## src/rtl/control_pkg.sv

```systemverilog
// Shared encodings for the control unit: instruction kinds, FSM states,
// instruction field positions and the decoded-field bundle.
package control_pkg;

   typedef enum logic [1:0] {
      KIND_ALU   = 2'b00,
      KIND_LOAD  = 2'b01,
      KIND_STORE = 2'b10,
      KIND_CONST = 2'b11
   } kind_e;

   typedef enum logic [2:0] {
      ST_FETCH  = 3'd0,
      ST_CFETCH = 3'd1,
      ST_EXEC   = 3'd2,
      ST_MEM    = 3'd3,
      ST_WB     = 3'd4,
      ST_HALT   = 3'd5
   } state_e;

   localparam int KIND_HI   = 31;
   localparam int KIND_LO   = 30;
   localparam int ALU_OP_HI = 29;
   localparam int ALU_OP_LO = 27;
   localparam int FORM_BIT  = 26;
   localparam int VEC_HI    = 25;
   localparam int VEC_LO    = 24;
   localparam int WRITE_HI  = 23;
   localparam int WRITE_LO  = 22;
   localparam int Y1_HI     = 21;
   localparam int Y1_LO     = 18;
   localparam int Y2_HI     = 17;
   localparam int Y2_LO     = 14;
   localparam int A_HI      = 13;
   localparam int A_LO      = 10;
   localparam int B_HI      = 9;
   localparam int B_LO      = 6;
   localparam int C_HI      = 5;
   localparam int C_LO      = 2;

   localparam logic [31:0] HALT_WORD = 32'hFFFF_FFFF;
   localparam logic [2:0]  LD_PASS   = 3'b110;
   localparam logic [1:0]  WRITE_LD  = 2'b01;

   typedef struct packed {
      logic [2:0] alu_op;
      logic       form;
      logic [1:0] vec;
      logic [1:0] write;
      logic [3:0] y1;
      logic [3:0] y2;
      logic [3:0] a;
      logic [3:0] b;
      logic [3:0] c;
   } instr_fields_t;

endpackage

```

## src/rtl/control_unit_if.sv

```systemverilog
// Memory request/acknowledge bus between the control unit and memory.
interface control_unit_if;
   logic        mem_req;
   logic        mem_we;
   logic [31:0] mem_addr;
   logic [31:0] mem_wdata;
   logic [31:0] mem_rdata;
   logic        mem_ack;

   modport master (
      output mem_req, mem_we, mem_addr, mem_wdata,
      input  mem_rdata, mem_ack
   );

   modport slave (
      input  mem_req, mem_we, mem_addr, mem_wdata,
      output mem_rdata, mem_ack
   );
endinterface

```

## src/rtl/instr_decoder.sv

```systemverilog
// Combinational instruction decoder: kind, HALT detection and field extraction.
module instr_decoder
   import control_pkg::*;
(
   input  logic [31:0]   instr,
   output kind_e         kind,
   output logic          is_halt,
   output instr_fields_t fields
);

   logic unused_low_bits;
   assign unused_low_bits = ^instr[1:0];

   // Field slicing and kind/halt classification
   always_comb begin
      kind          = kind_e'(instr[KIND_HI:KIND_LO]);
      is_halt       = (instr == HALT_WORD);
      fields.alu_op = instr[ALU_OP_HI:ALU_OP_LO];
      fields.form   = instr[FORM_BIT];
      fields.vec    = instr[VEC_HI:VEC_LO];
      fields.write  = instr[WRITE_HI:WRITE_LO];
      fields.y1     = instr[Y1_HI:Y1_LO];
      fields.y2     = instr[Y2_HI:Y2_LO];
      fields.a      = instr[A_HI:A_LO];
      fields.b      = instr[B_HI:B_LO];
      fields.c      = instr[C_HI:C_LO];
   end

endmodule

```

## src/rtl/control_unit.sv

```systemverilog
// Instruction sequencer: fetches words over the memory bus, decodes them and
// drives datapath control for ALU, LOAD, STORE, CONST and HALT.
module control_unit
   import control_pkg::*;
(
   input  logic                 clk,
   input  logic                 rst,
   control_unit_if.master       mem,
   input  logic [31:0]          program_counter,
   input  logic [31:0]          mem_loca,
   input  logic [31:0]          st_data,
   output logic [2:0]           alu_op,
   output logic                 form,
   output logic [1:0]           vec,
   output logic [1:0]           write,
   output logic [3:0]           A,
   output logic [3:0]           B,
   output logic [3:0]           C,
   output logic [3:0]           D,
   output logic [3:0]           Y1,
   output logic [3:0]           Y2,
   output logic [3:0]           logic_select,
   output logic [3:0]           mem_loca_addr,
   output logic                 const_c,
   output logic                 pc_inc,
   output logic [31:0]          constant,
   output logic [31:0]          ld_data,
   output logic                 halted
);

   state_e        state_q, state_d;
   logic [31:0]   instr_q, instr_d;
   logic [31:0]   constant_q, constant_d;
   logic [31:0]   ld_data_q, ld_data_d;
   logic          halted_q, halted_d;

   logic [31:0]   dec_word;
   kind_e         dec_kind;
   logic          dec_halt;
   instr_fields_t dec_f;

   // While fetching, classify the word on the bus so the ack cycle can branch.
   assign dec_word = (state_q == ST_FETCH) ? mem.mem_rdata : instr_q;

   instr_decoder u_dec (
      .instr   (dec_word),
      .kind    (dec_kind),
      .is_halt (dec_halt),
      .fields  (dec_f)
   );

   // State and latched-data registers
   always_ff @(posedge clk) begin
      if (rst) begin
         state_q    <= ST_FETCH;
         instr_q    <= 32'd0;
         constant_q <= 32'd0;
         ld_data_q  <= 32'd0;
         halted_q   <= 1'b0;
      end else begin
         state_q    <= state_d;
         instr_q    <= instr_d;
         constant_q <= constant_d;
         ld_data_q  <= ld_data_d;
         halted_q   <= halted_d;
      end
   end

   // Next-state and output decode; reset forces every output to idle at once
   always_comb begin
      state_d       = state_q;
      instr_d       = instr_q;
      constant_d    = constant_q;
      ld_data_d     = ld_data_q;
      halted_d      = halted_q;
      mem.mem_req   = 1'b0;
      mem.mem_we    = 1'b0;
      mem.mem_addr  = 32'd0;
      mem.mem_wdata = 32'd0;
      alu_op        = 3'd0;
      form          = 1'b0;
      vec           = 2'd0;
      write         = 2'd0;
      A             = 4'd0;
      B             = 4'd0;
      C             = 4'd0;
      D             = 4'd0;
      Y1            = 4'd0;
      Y2            = 4'd0;
      logic_select  = 4'd0;
      mem_loca_addr = 4'd0;
      const_c       = 1'b0;
      pc_inc        = 1'b0;
      constant      = 32'd0;
      ld_data       = 32'd0;
      halted        = 1'b0;
      if (rst) begin
         state_d = ST_FETCH;
      end else begin
         constant = constant_q;
         ld_data  = ld_data_q;
         halted   = halted_q;
         case (state_q)
            ST_FETCH: begin
               mem.mem_req  = 1'b1;
               mem.mem_addr = program_counter;
               if (mem.mem_ack) begin
                  instr_d = mem.mem_rdata;
                  if (dec_halt) begin
                     state_d  = ST_HALT;
                     halted_d = 1'b1;
                  end else begin
                     case (dec_kind)
                        KIND_CONST: state_d = ST_CFETCH;
                        KIND_LOAD:  state_d = ST_MEM;
                        KIND_STORE: state_d = ST_MEM;
                        KIND_ALU:   state_d = ST_EXEC;
                        default:    state_d = ST_EXEC;
                     endcase
                  end
               end else begin
                  state_d = ST_FETCH;
               end
            end
            ST_CFETCH: begin
               mem.mem_req  = 1'b1;
               mem.mem_addr = program_counter + 32'd1;
               if (mem.mem_ack) begin
                  constant_d = mem.mem_rdata;
                  pc_inc     = 1'b1;
                  state_d    = ST_EXEC;
               end else begin
                  state_d = ST_CFETCH;
               end
            end
            ST_EXEC: begin
               alu_op       = dec_f.alu_op;
               form         = dec_f.form;
               vec          = dec_f.vec;
               write        = dec_f.write;
               Y1           = dec_f.y1;
               Y2           = dec_f.y2;
               A            = dec_f.a;
               B            = dec_f.b;
               C            = dec_f.c;
               D            = dec_f.y2;
               logic_select = dec_f.c;
               const_c      = (dec_kind == KIND_CONST);
               pc_inc       = 1'b1;
               state_d      = ST_FETCH;
            end
            ST_MEM: begin
               mem_loca_addr = dec_f.a;
               B             = dec_f.b;
               mem.mem_req   = 1'b1;
               mem.mem_addr  = mem_loca;
               if (dec_kind == KIND_STORE) begin
                  mem.mem_we    = 1'b1;
                  mem.mem_wdata = st_data;
                  if (mem.mem_ack) begin
                     pc_inc  = 1'b1;
                     state_d = ST_FETCH;
                  end else begin
                     state_d = ST_MEM;
                  end
               end else begin
                  if (mem.mem_ack) begin
                     ld_data_d = mem.mem_rdata;
                     state_d   = ST_WB;
                  end else begin
                     state_d = ST_MEM;
                  end
               end
            end
            ST_WB: begin
               alu_op  = LD_PASS;
               Y1      = dec_f.y1;
               write   = WRITE_LD;
               pc_inc  = 1'b1;
               state_d = ST_FETCH;
            end
            ST_HALT: begin
               state_d = ST_HALT;
            end
            default: begin
               state_d = ST_FETCH;
            end
         endcase
      end
   end

endmodule

```

## src/flat_wrapper.sv

```systemverilog
// flat-port wrapper written by rule: the top's interface ports become plain ports
module control_unit_flat import control_pkg::*;
  (clk, rst, program_counter, mem_loca, st_data, alu_op, form, vec, write, A, B, C, D, Y1, Y2, logic_select, mem_loca_addr, const_c, pc_inc, constant, ld_data, halted, mem_mem_req, mem_mem_we, mem_mem_addr, mem_mem_wdata, mem_mem_rdata, mem_mem_ack);
  control_unit_if mem_i ();
  input  logic clk;
  input  logic rst;
  input  logic [31:0] program_counter;
  input  logic [31:0] mem_loca;
  input  logic [31:0] st_data;
  output logic [2:0] alu_op;
  output logic form;
  output logic [1:0] vec;
  output logic [1:0] write;
  output logic [3:0] A;
  output logic [3:0] B;
  output logic [3:0] C;
  output logic [3:0] D;
  output logic [3:0] Y1;
  output logic [3:0] Y2;
  output logic [3:0] logic_select;
  output logic [3:0] mem_loca_addr;
  output logic const_c;
  output logic pc_inc;
  output logic [31:0] constant;
  output logic [31:0] ld_data;
  output logic halted;
  output wire logic [$bits(mem_i.mem_req)-1:0] mem_mem_req;
  output wire logic [$bits(mem_i.mem_we)-1:0] mem_mem_we;
  output wire logic [$bits(mem_i.mem_addr)-1:0] mem_mem_addr;
  output wire logic [$bits(mem_i.mem_wdata)-1:0] mem_mem_wdata;
  input wire logic [$bits(mem_i.mem_rdata)-1:0] mem_mem_rdata;
  input wire logic [$bits(mem_i.mem_ack)-1:0] mem_mem_ack;
  assign mem_mem_req = mem_i.mem_req;
  assign mem_mem_we = mem_i.mem_we;
  assign mem_mem_addr = mem_i.mem_addr;
  assign mem_mem_wdata = mem_i.mem_wdata;
  assign mem_i.mem_rdata = mem_mem_rdata;
  assign mem_i.mem_ack = mem_mem_ack;
  control_unit u_core (.clk(clk), .rst(rst), .mem(mem_i), .program_counter(program_counter), .mem_loca(mem_loca), .st_data(st_data), .alu_op(alu_op), .form(form), .vec(vec), .write(write), .A(A), .B(B), .C(C), .D(D), .Y1(Y1), .Y2(Y2), .logic_select(logic_select), .mem_loca_addr(mem_loca_addr), .const_c(const_c), .pc_inc(pc_inc), .constant(constant), .ld_data(ld_data), .halted(halted));
endmodule
```

## config.mk

```make
export PLATFORM = sky130hd
export DESIGN_NAME = control_unit_flat
export DESIGN_NICKNAME = d
export VERILOG_FILES = /design/src/rtl/control_pkg.sv /design/src/rtl/control_unit_if.sv /design/src/rtl/instr_decoder.sv /design/src/rtl/control_unit.sv /design/src/flat_wrapper.sv
export SDC_FILE = /design/constraint.sdc
export NUM_CORES = 1
export LEC_CHECK = 0
export CAP_MARGIN = 20
export CORE_ASPECT_RATIO = 0.9
export CORE_MARGIN = 3
export CORE_UTILIZATION = 37
export CTS_BUF_LIST = sky130_fd_sc_hd__clkbuf_4
export DETAILED_ROUTE_END_ITERATION = 7
export HOLD_SLACK_MARGIN = 0.06
export PLACE_DENSITY_LB_ADDON = 0.1
export SLEW_MARGIN = 10
export SYNTH_ARGS = -nofsm -noshare
export SYNTH_HDL_FRONTEND = slang
export SYNTH_SLANG_ARGS = --single-unit
```

## constraint.sdc

```tcl
create_clock -name clk -period 1.95 [get_ports clk]
set_input_delay 0.4875 -clock clk [delete_from_list [all_inputs] [get_ports clk]]
set_output_delay 0.4875 -clock clk [all_outputs]
set_load 0.005 [all_outputs]
```

==> flow_summary.toml <==
[place]
post-place-ws_ns = -1.19
place_inst = 1353
routabilityCongestion = 0.898
placed_cell_area_sq_um = 9750
dp_hpwl_um = 17600
io_buffers = 303

[layout]
layout_commonest_cell = "nand2_1"
final_cell_mix = "209 x nand2_1, 139 x buf_6, 120 x buf_4, 99 x a21oi_1, 99 x clkdlybuf4s50_1"
final_layout_size_suffix_gt1_share_pct = 41.6
area.growth.synth_to_final_pct = 109
design_area_sq_um = 11800
diodes = 0
nNetsFinal = 1397
fin_cells = 1468

[routing]
wl_per_cell_um = 20.2
drtIter0Drc = 538
num_vias = 7845
drc = 0
via_per_inst = 5.34
finalWirelength_um = 29600
detail-route-antenna-nets = 0
drtPass1Iterations = 5

[yosys]
ys.flop_type = "dfxtp_1"
synth_seq_cells = 98
synth_top_family_by_area = "simple AND/OR/NAND/NOR gates"
syn-cell-area_sq_um = 5650
synth.yosys.warnings = 0
synthAdderAreaFrac_pct = 0.222
async_reset_ff_share_pct = 0
avgSynthCellArea_sq_um = 7.15
syn_nets = 922
synthCells = 790
muxShareOfSynthArea_pct = 0.199
ys_seq_area_share_pct = 34.8
synth_edf_count = 0
yosys.cell_types.count = 46
yosys.area_share.simple_pct = 38.8
synth_xor_area_share_pct = 4.03
synth_compound_area_share_pct = 16.0

[power_and_ir_drop]
pwr-share-comb_pct = 33.0
powerDensity_nw_per_um2 = 422
sequentialPowerShare_pct = 42.6
p_sw_mw = 1.49
power.share.switching_pct = 30.0
p_int_mw = 3.48
clkPwrFrac_pct = 24.4
leakage_nw = 5.33
ir_drop_mv = 0.366

[timing]
fmax_ghz = 0.380
worst_pin_slew_ns = 0.364
hold_viol_final = 0
setup-tns-final_ns = -52.46
setup_viol = 111
timing.final.ws_setup_ns = -0.679
slew_viol_final = 0
timing.final.crit_share_pct = 135
max_slew_margin_pct = 75.5
layout_min_cycle_time_ns = 2.63
skew_ns = 0.0124
rsz0062_at_grt = "true"
whs_ns = 0.419

[worst_setup_path]
critPathMaxStageDelay_ns = 0.27
cp_max_fo = 5
critPathLaunchType = "input port"
critPathArrivalTime_ns = 2.14
crit_type = "input port to output port"
worstPathCellList = "clkdlybuf4s15_1 -> and3_4 -> nand4_4 -> buf_6 -> buf_4 -> nor4_4 -> xor2_1 -> a22o_1 -> buf_2"
worst_path_max_delay_cell = "nor4_4"
cp-end-kind = "output port"
reg2reg_depth = 10
required_ns = 1.46

[grt]
grt_max_degree = 54
grt_pass1_wl_um = 40600
grt_pass1_vias = 7299
grt_antenna_before_repair = 0
gr-total-overflow = 0
grt.total_usage_pct = 30.8

[floorplanning]
ios = 304
die_h_um = 123
rows = 42
start_util_pct = 38.1
dieArea_sq_um = 16800
die_w_um = 136
core-area_sq_um = 14800

[cts]
clkLatencyLatePin_ns = 0.47
cts_max_path_buffers = 2
cts_tree = "done"
clk_pin_slew_ns = 0.15
cts_buffers = 9
root_buffer = "clkbuf_4"
cts_sinks = 98
cts-htree-levels = 3
cts_hold_buf = 0

[run_status]
status = "finished, violations left"
violations = "negative setup slack"

[flow_run]
maxCapViolCount = 0

[hold_path]
hold_class = "input port to flip-flop"
hold_depth = 3
==> worst max-delay path, delay by kind of cell <==
family	cells	cell delay [ns]
AND/OR/NAND/NOR	3	0.66
AO/OA/AOI/OAI	1	0.15
buffers and inverters	4	0.63
XOR/XNOR	1	0.22
==> flip-flops by register name (all words and copies together), names as in the netlist <==
name               flops
u_core.halted_q        1
u_core.state_q         3
u_core.instr_q        30
u_core.constant_q     32
u_core.ld_data_q      32
==> cells in the mapped netlist (all sizes together) (2+ instances only) <==
| master | number | area, sq um |
|---|---|---|
| nand2 | 216 | 813 |
| a21oi | 104 | 521 |
| dfxtp | 98 | 1960 |
| nor2b | 67 | 419 |
| and2 | 57 | 357 |
| clkbuf | 34 | 128 |
| buf | 31 | 175 |
| nor2 | 28 | 110 |
| a22o | 18 | 158 |
| nand4 | 15 | 121 |
| xnor2 | 14 | 123 |
| and3 | 13 | 82.6 |
| nor3 | 13 | 80.1 |
| nand3 | 12 | 60.1 |
| xor2 | 12 | 105 |
| a22oi | 10 | 75.1 |
| inv | 8 | 30.0 |
| o22ai | 7 | 43.8 |
| and4 | 6 | 55.1 |
| a32oi | 4 | 35.0 |
| nor4 | 4 | 37.5 |
| o21ai | 3 | 15.0 |
| a31oi | 2 | 12.5 |
| o41ai | 2 | 17.5 |
| or2 | 2 | 12.5 |
==> final timing paths <==
kind	startpoint	end	slack, ns
max reg2reg	u_core.state_q[0]$_SDFF_PP0_	u_core.state_q[0]$_SDFF_PP0_	-0.07
max	program_counter[12]	mem_mem_addr[31]	-0.68
min reg2reg	u_core.ld_data_q[2]$_SDFFE_PP0P_	u_core.ld_data_q[2]$_SDFFE_PP0P_	0.46
min	rst	u_core.state_q[1]$_SDFF_PP0_	0.42
==> cell type report <==
cell class	instances	area, sq um
Timing Repair Buffer	529	5240
Sequential cell	98	1970
Clock buffer	9	67.6
Multi-Input combinational cell	618	4110
Fill cell	1007	3050
Clock inverter	7	92.6
Tap cell	198	248
Inverter	9	41.3
==> kinds of logic after synthesis <==
family / count (synthesis)
multiplexers: 1
XOR/XNOR: 26
AO/OA/AOI/OAI: 153
AND/OR/NAND/NOR: 437
buffers and inverters: 74
adder cells (fa/ha/maj): 1
flip-flops: 98
==> through the flow <==
| step | power (mW) | utilization (%) |
|---|---|---|
| after global routing | 5.16 | 79.4 |
| after detailed placement | 3.39 | 65.8 |
| after global placement | 3.38 | 65.8 |
| after CTS | 4.82 | 75.5 |
| final | 4.97 | 79.4 |
| after floorplan | 2.58 | - |
==> power by group through the flow <==
stage	clock network, mW	logic (mW)	registers, mW
after global routing	1.31	1.72	2.13
after global placement	0	1.23	2.15
after detailed placement	0	1.24	2.16
final	1.21	1.64	2.12
after floorplan	0	0.440	2.14
after CTS	1.24	1.46	2.11
==> per-layer routing <==
metal | GRT usage (%) | up-vias | routed length, um
met5 | 0 | - | 0
met4 | 7.05 | 0 | 1220
met3 | 7.85 | 113 | 2750
met2 | 51.2 | 451 | 14300
met1 | 40.3 | 3696 | 11400
li1 | - | 3585 | -
==> timing repair <==
item | 4_1_cts | 5_1_grt
pin swaps | 110 | 90
gates cloned | 12 | 2
gates resized for setup | 786 | 167
buffers inserted | 68 | 24
setup endpoints to repair | 173 | 124
(Power assumes the default switching activity.)
==> RTL edit 1 (same settings) <==
Re-encode `state_e` (6 states) as one-hot, 6 bits wide.
--- a/src/rtl/control_pkg.sv
+++ b/src/rtl/control_pkg.sv
@@ -11,9 +11,9 @@
 
-   typedef enum logic [2:0] {
-      ST_FETCH  = 3'd0,
-      ST_CFETCH = 3'd1,
-      ST_EXEC   = 3'd2,
-      ST_MEM    = 3'd3,
-      ST_WB     = 3'd4,
-      ST_HALT   = 3'd5
+   typedef enum logic [5:0] {
+      ST_FETCH  = 6'b000001,
+      ST_CFETCH = 6'b000010,
+      ST_EXEC   = 6'b000100,
+      ST_MEM    = 6'b001000,
+      ST_WB     = 6'b010000,
+      ST_HALT   = 6'b100000
    } state_e;
Behaviour: same outputs for any inputs over 4 cycles, from zero or initial values and one cycle with rst high; so few cycles prove little.
==> RTL edit 1 against the original RTL <==
  * Highest routed layer is now met5
  * Worst setup slack worse by 0.59 ns
  * Sequential cell count is 5 higher
  * Wire length is 35% higher
  * Cell area is 16% higher
  * The run still ends with negative setup slack left
  * Synthesized area is 9.4% higher
Power is not compared: it rests on default switching activity, and its combinational part moved more than twofold at a synthesized area within 25%.
==> RTL edit 1: results (changes against the original RTL) <==
Setup path
  – Crit-path slowest cell: dfxtp_2
  – Critical path arrival: 2.73 ns (+0.59 ns)
  – Crit-path max FO: 3 (-2)
  – CP peak stage delay: 0.38 ns (+0.11 ns)
  – Crit-path leading delay family: buffers and inverters

Detailed routing
  – DR WL met2: 17.6 mm (+23%)
  – Routed wl met3: 5.11 mm (+86%)
  – Top sig layer: met5
  – TritonRoute pass-1 iters: 6 (+1)
  – Metal-1 WL: 14.3 mm (+26%)
  – Vias/cell: 6.23 (+17%)
  – Starting DRC count in detailed routing: 1,298 (+140%)
  – Routed len/inst: 24.8 um (+23%)

Synthesis
  – Post-synth cell types: 51 (+11%)
  – Synth top cells by count: nand2_1 (204), a21oi_1 (109), dfxtp_1 (103), nor2b_1 (66), clkbuf_1 (60)
  – YS warnings: 0 (unchanged)
  – Synth top area cells: dfxtp_1 (33%), nand2_1 (12%), a21oi_1 (8.8%), nor2b_1 (6.7%), o22a_1 (4.5%)
  – Async S/R FF share, synth: 0 (unchanged)
  – Sequential area share after synthesis: 0.334 (-0.0137)
  – Net Count, Synth: 1,007 (+9.2%)

Finish
  – Share of cells above drive strength 1: 0.526 (+0.110)
  – Fillers: 831 (-17%)
  – Largest regs: u_core.constant_q: 32 flops, u_core.instr_q: 32 flops, u_core.ld_data_q: 32 flops
  – Final nets: 1,540 (+10%)

Timing
  – Max transition margin: 0.656 (-0.0987)
  – Worst Skew: 0.0263 ns (+0.0139 ns)
  – Setup ws final: -1.26 ns (-0.585 ns)
  – Post-route setup TNS: -169.08 ns (-116.63 ns)
  – Finish-stage setup viols: 247 (+120%)

CTS
  – Clock latency on the worst-skew pair: 0.52 ns (+0.05 ns)
  – Longest Clk Path Bufs: 2 (unchanged)
  – Worst-path clk slew: 0.18 ns (+0.03 ns)
  – H-tree level count: 3 (unchanged)
  – Root buf cell: clkbuf_4
  – CTS buffer count: 9 (unchanged)

Global routing
  – Largest net degree at the start of global routing: 39 (-28%)
  – Total GRT Usage: 0.334 (+0.0263)
  – Vias in the first global route: 8,740 (+20%)
  – First-pass GRT wire length: 48.4 mm (+19%)
  – Initial antenna violation count: 2 (+2)

Power and ir drop
  – Worst vdd ir: 0.000637 V
  – Leakage power: 5.93 nW

Placement
  – Pre-CTS setup slack: -1.71 ns (-0.519 ns)
  – Port Buffers: 303 (unchanged)
  – Placer Congestion: 0.923 (+2.8%)
  – Detail Placement HPWL: 20.3 mm (+15%)
  – Post-DP Area: 0.0110 mm2 (+13%)

Outcome
  – Failing checks: negative setup slack
  – Outcome: finished with violations

Worst hold path
  – Min-Delay Path Class: register to register
==> RTL edit 1: final timing paths <==
kind	startpoint	cells after the start	slack, ns	to
setup / recovery	u_core.state_q[5]$_SDFF_PP0_	13	-1.26	form
hold / removal	u_core.constant_q[7]$_SDFFE_PP0P_	2	0.46	u_core.constant_q[7]$_SDFFE_PP0P_
setup reg to reg	u_core.state_q[5]$_SDFF_PP0_	17	-0.98	u_core.state_q[2]$_SDFF_PP0_
hold reg to reg	u_core.constant_q[7]$_SDFFE_PP0P_	2	0.46	u_core.constant_q[7]$_SDFFE_PP0P_
==> RTL edit 1: cell type report <==
class	instances	area share
clock buffers	9	0.00495
inverters	11	0.00357
flip-flops and latches	103	0.152
well taps	207	0.0190
multi-input cells	677	0.385
clock inverters	7	0.00348
diodes	1	0.000183
repair buffers	603	0.431
==> RTL edit 1: metal layers <==
metal	GRT usage	vias to the layer above
li1	-	4149
met3	0.0936	318
met4	0.133	2
met5	0	-
met1	0.428	4671
met2	0.533	944
==> RTL edit 1: metrics by stage <==
step,util,instances
after floorplan,-,872
after global placement,0.679,1490
after detailed placement,0.679,1490
after CTS,0.764,1573
after global routing,0.841,1618
final,0.841,1618
==> RTL edit 1: power breakdown <==
| part | internal [W] | switching, W | total (W) |
|---|---|---|---|
| Sequential | 0.00232 | 0.000223 | 0.00255 |
| Combinational | 0.00496 | 0.00449 | 0.00945 |
| Clock | 0.000262 | 0.000806 | 0.00107 |
==> RTL edit 1: cell families after synthesis <==
family,share of synthesized area
compound gates,0.222
xor+xnor,0.00851
fa+ha+maj,0.00810
buf+inv,0.0618
flops,0.334
mux,0.0184
simple gates,0.348
==> RTL edit 1: what timing repair did <==
item	in CTS	in global routing
endpoints found under the setup margin	266	218
gates cloned	17	8
setup buffers	50	50
pin swaps	63	142
gates resized for setup	695	382
==> RTL edit 2 (same flow settings) <==
Made on the original files. Make the reset (`rst`) asynchronous in one clocked block.
--- a/src/rtl/control_unit.sv
+++ b/src/rtl/control_unit.sv
@@ -52,3 +52,3 @@
    // State and latched-data registers
-   always_ff @(posedge clk) begin
+   always_ff @(posedge clk or posedge rst) begin
       if (rst) begin
Behaviour: no difference found for any inputs over 4 cycles, from zero or initial values and one cycle with rst high; that may be too few to reach the edited logic, so the function may still have changed.
==> RTL edit 2 against the original RTL <==
  * The run still ends with negative setup slack left
  * Clock skew rose by 0.0067 ns
  * Sequential cell count unchanged
  * Synthesized area up 8.4%
  * Wire length is 3.3% lower
  * Total power rose by 35%
  * Critical endpoint is now mem_mem_addr[19]
  * Worst setup slack improved by 0.061 ns
  * Largest power group unchanged
  * Highest routed layer is now met5
  * Register-to-register slack lost 0.19 ns
  * Cell area is 2.5% higher
==> RTL edit 2: results (changes against the original RTL) <==
Outcome
  – Outcome: finished with violations
  – Failing checks: negative setup slack

Synthesis
  – Mapped Cells: 605 (-23%)
  – Async S/R FF share, synth: 1.00 (+1.00)
  – Post-synthesis mux area share: 0.175 (+0.173)
  – Synth Area in XOR/XNOR: 0.0329 (-0.00741)
  – Synth top cells by count: dfrtp_1 (98), mux2_2 (94), nor2b_1 (66), and2_1 (60), nand2_1 (33)
  – Sequential area share after synthesis: 0.401 (+0.0533)
  – Synth Area in Compound Gates: 0.0861 (-0.0739)
  – Synth Flop Type: dfrtp_1
  – Post-synth cell types: 55 (+20%)

CTS
  – Post-CTS setup buffer count: 78 (+15%)
  – Worst-path clk slew: 0.17 ns (+0.02 ns)
  – Post_cts resized: 754 (-4.1%)

Power and ir drop
  – Worst vdd ir: 0.000570 V (+56%)
  – Leakage power: 5.69 nW (+6.8%)
  – Sw Ratio: 0.300 (about the same)

Detailed routing
  – Routed wl met3: 1.83 mm (-34%)
  – Starting DRC count in detailed routing: 308 (-43%)
  – Routed len/inst: 22.1 um (+9.2%)
  – DR vias: 6,968 (-11%)
  – DR WL met2: 14.6 mm (+1.8%)
  – TritonRoute pass-1 iters: 4 (-1)
  – Metal-1 WL: 11.2 mm (-1.6%)
  – Top sig layer: met5

Global routing
  – M1 GR Usage: 0.354 (-0.0498)
  – Vias in the first global route: 7,112 (-2.6%)
  – First-pass GRT wire length: 41.4 mm (+1.9%)
  – Grt met3 use: 0.0627 (-0.0159)
  – Total GRT Usage: 0.295 (-0.0131)

Finish
  – Comb_multi_in: 452 (-27%)
  – Diode count: 12 (+12)
  – Fillers: 1,055 (+4.8%)
  – P&R area growth vs syn: 97.1%
  – Clock-cell share: 0.0164 (+0.00279)
  – Non-clock buffers: 514 (-2.8%)
  – Largest regs: u_core.constant_q: 32 flops, u_core.ld_data_q: 32 flops, u_core.instr_q: 30 flops
  – Final nets: 1,213 (-13%)
  – Multi-input logic area: 0.00423 mm2 (+2.9%)
  – Share of cells above drive strength 1: 0.599 (+0.184)
  – Nonclk inv count: 6 (-3)
  – Final cell count without fillers: 1,300 (-11%)

Die
  – Core area: 0.0158 mm2 (+6.7%)

Worst hold path
  – Min-Delay Path Class: input pin to asynchronous set/reset pin

Placement
  – Post-DP Area: 0.0103 mm2 (+5.9%)
  – Placer Congestion: 0.979 (+9.1%)
  – Pre-CTS setup slack: -1.30 ns (-0.106 ns)

Timing
  – Post-route setup TNS: -61.49 ns (-9.03 ns)
  – Setup ws final: -0.618 ns (+0.0606 ns)
  – Finish-stage setup viols: 142 (+28%)

Setup path
  – Critical path arrival: 2.08 ns (-0.06 ns)
  – Crit-path slowest cell: dfrtp_2
  – CP Launch Point: u_core.state_q[0]$_DFF_PP0_
  – Reg-to-reg critical path startpoint: u_core.state_q[1]$_DFF_PP0_
==> RTL edit 2: worst paths after layout <==
path | endpoint | slack [ns] | cells after the start
min in group clk | u_core.constant_q[13]$_DFFE_PP0P_ | 0.52 | 1
worst max register to register | u_core.ld_data_q[7]$_DFFE_PP0P_ | -0.26 | 12
worst max-delay path | mem_mem_addr[19] | -0.62 | 8
worst min-delay path | u_core.instr_q[6]$_DFFE_PP0P_ | 0.21 | 4
worst min register to register | u_core.constant_q[13]$_DFFE_PP0P_ | 0.52 | 1
max in group asynchronous | u_core.instr_q[19]$_DFFE_PP0P_ | 0.86 | 5
==> RTL edit 2: power groups by stage <==
stage / logic, W / clock network [W] / registers (W)
2_1_floorplan: 0.00103 / 0 / 0.00268
3_3_place_gp: 0.00223 / 0 / 0.00274
3_5_place_dp: 0.00228 / 0 / 0.00278
4_1_cts: 0.00240 / 0.00146 / 0.00274
5_1_grt: 0.00268 / 0.00153 / 0.00282
6_report: 0.00251 / 0.00142 / 0.00277
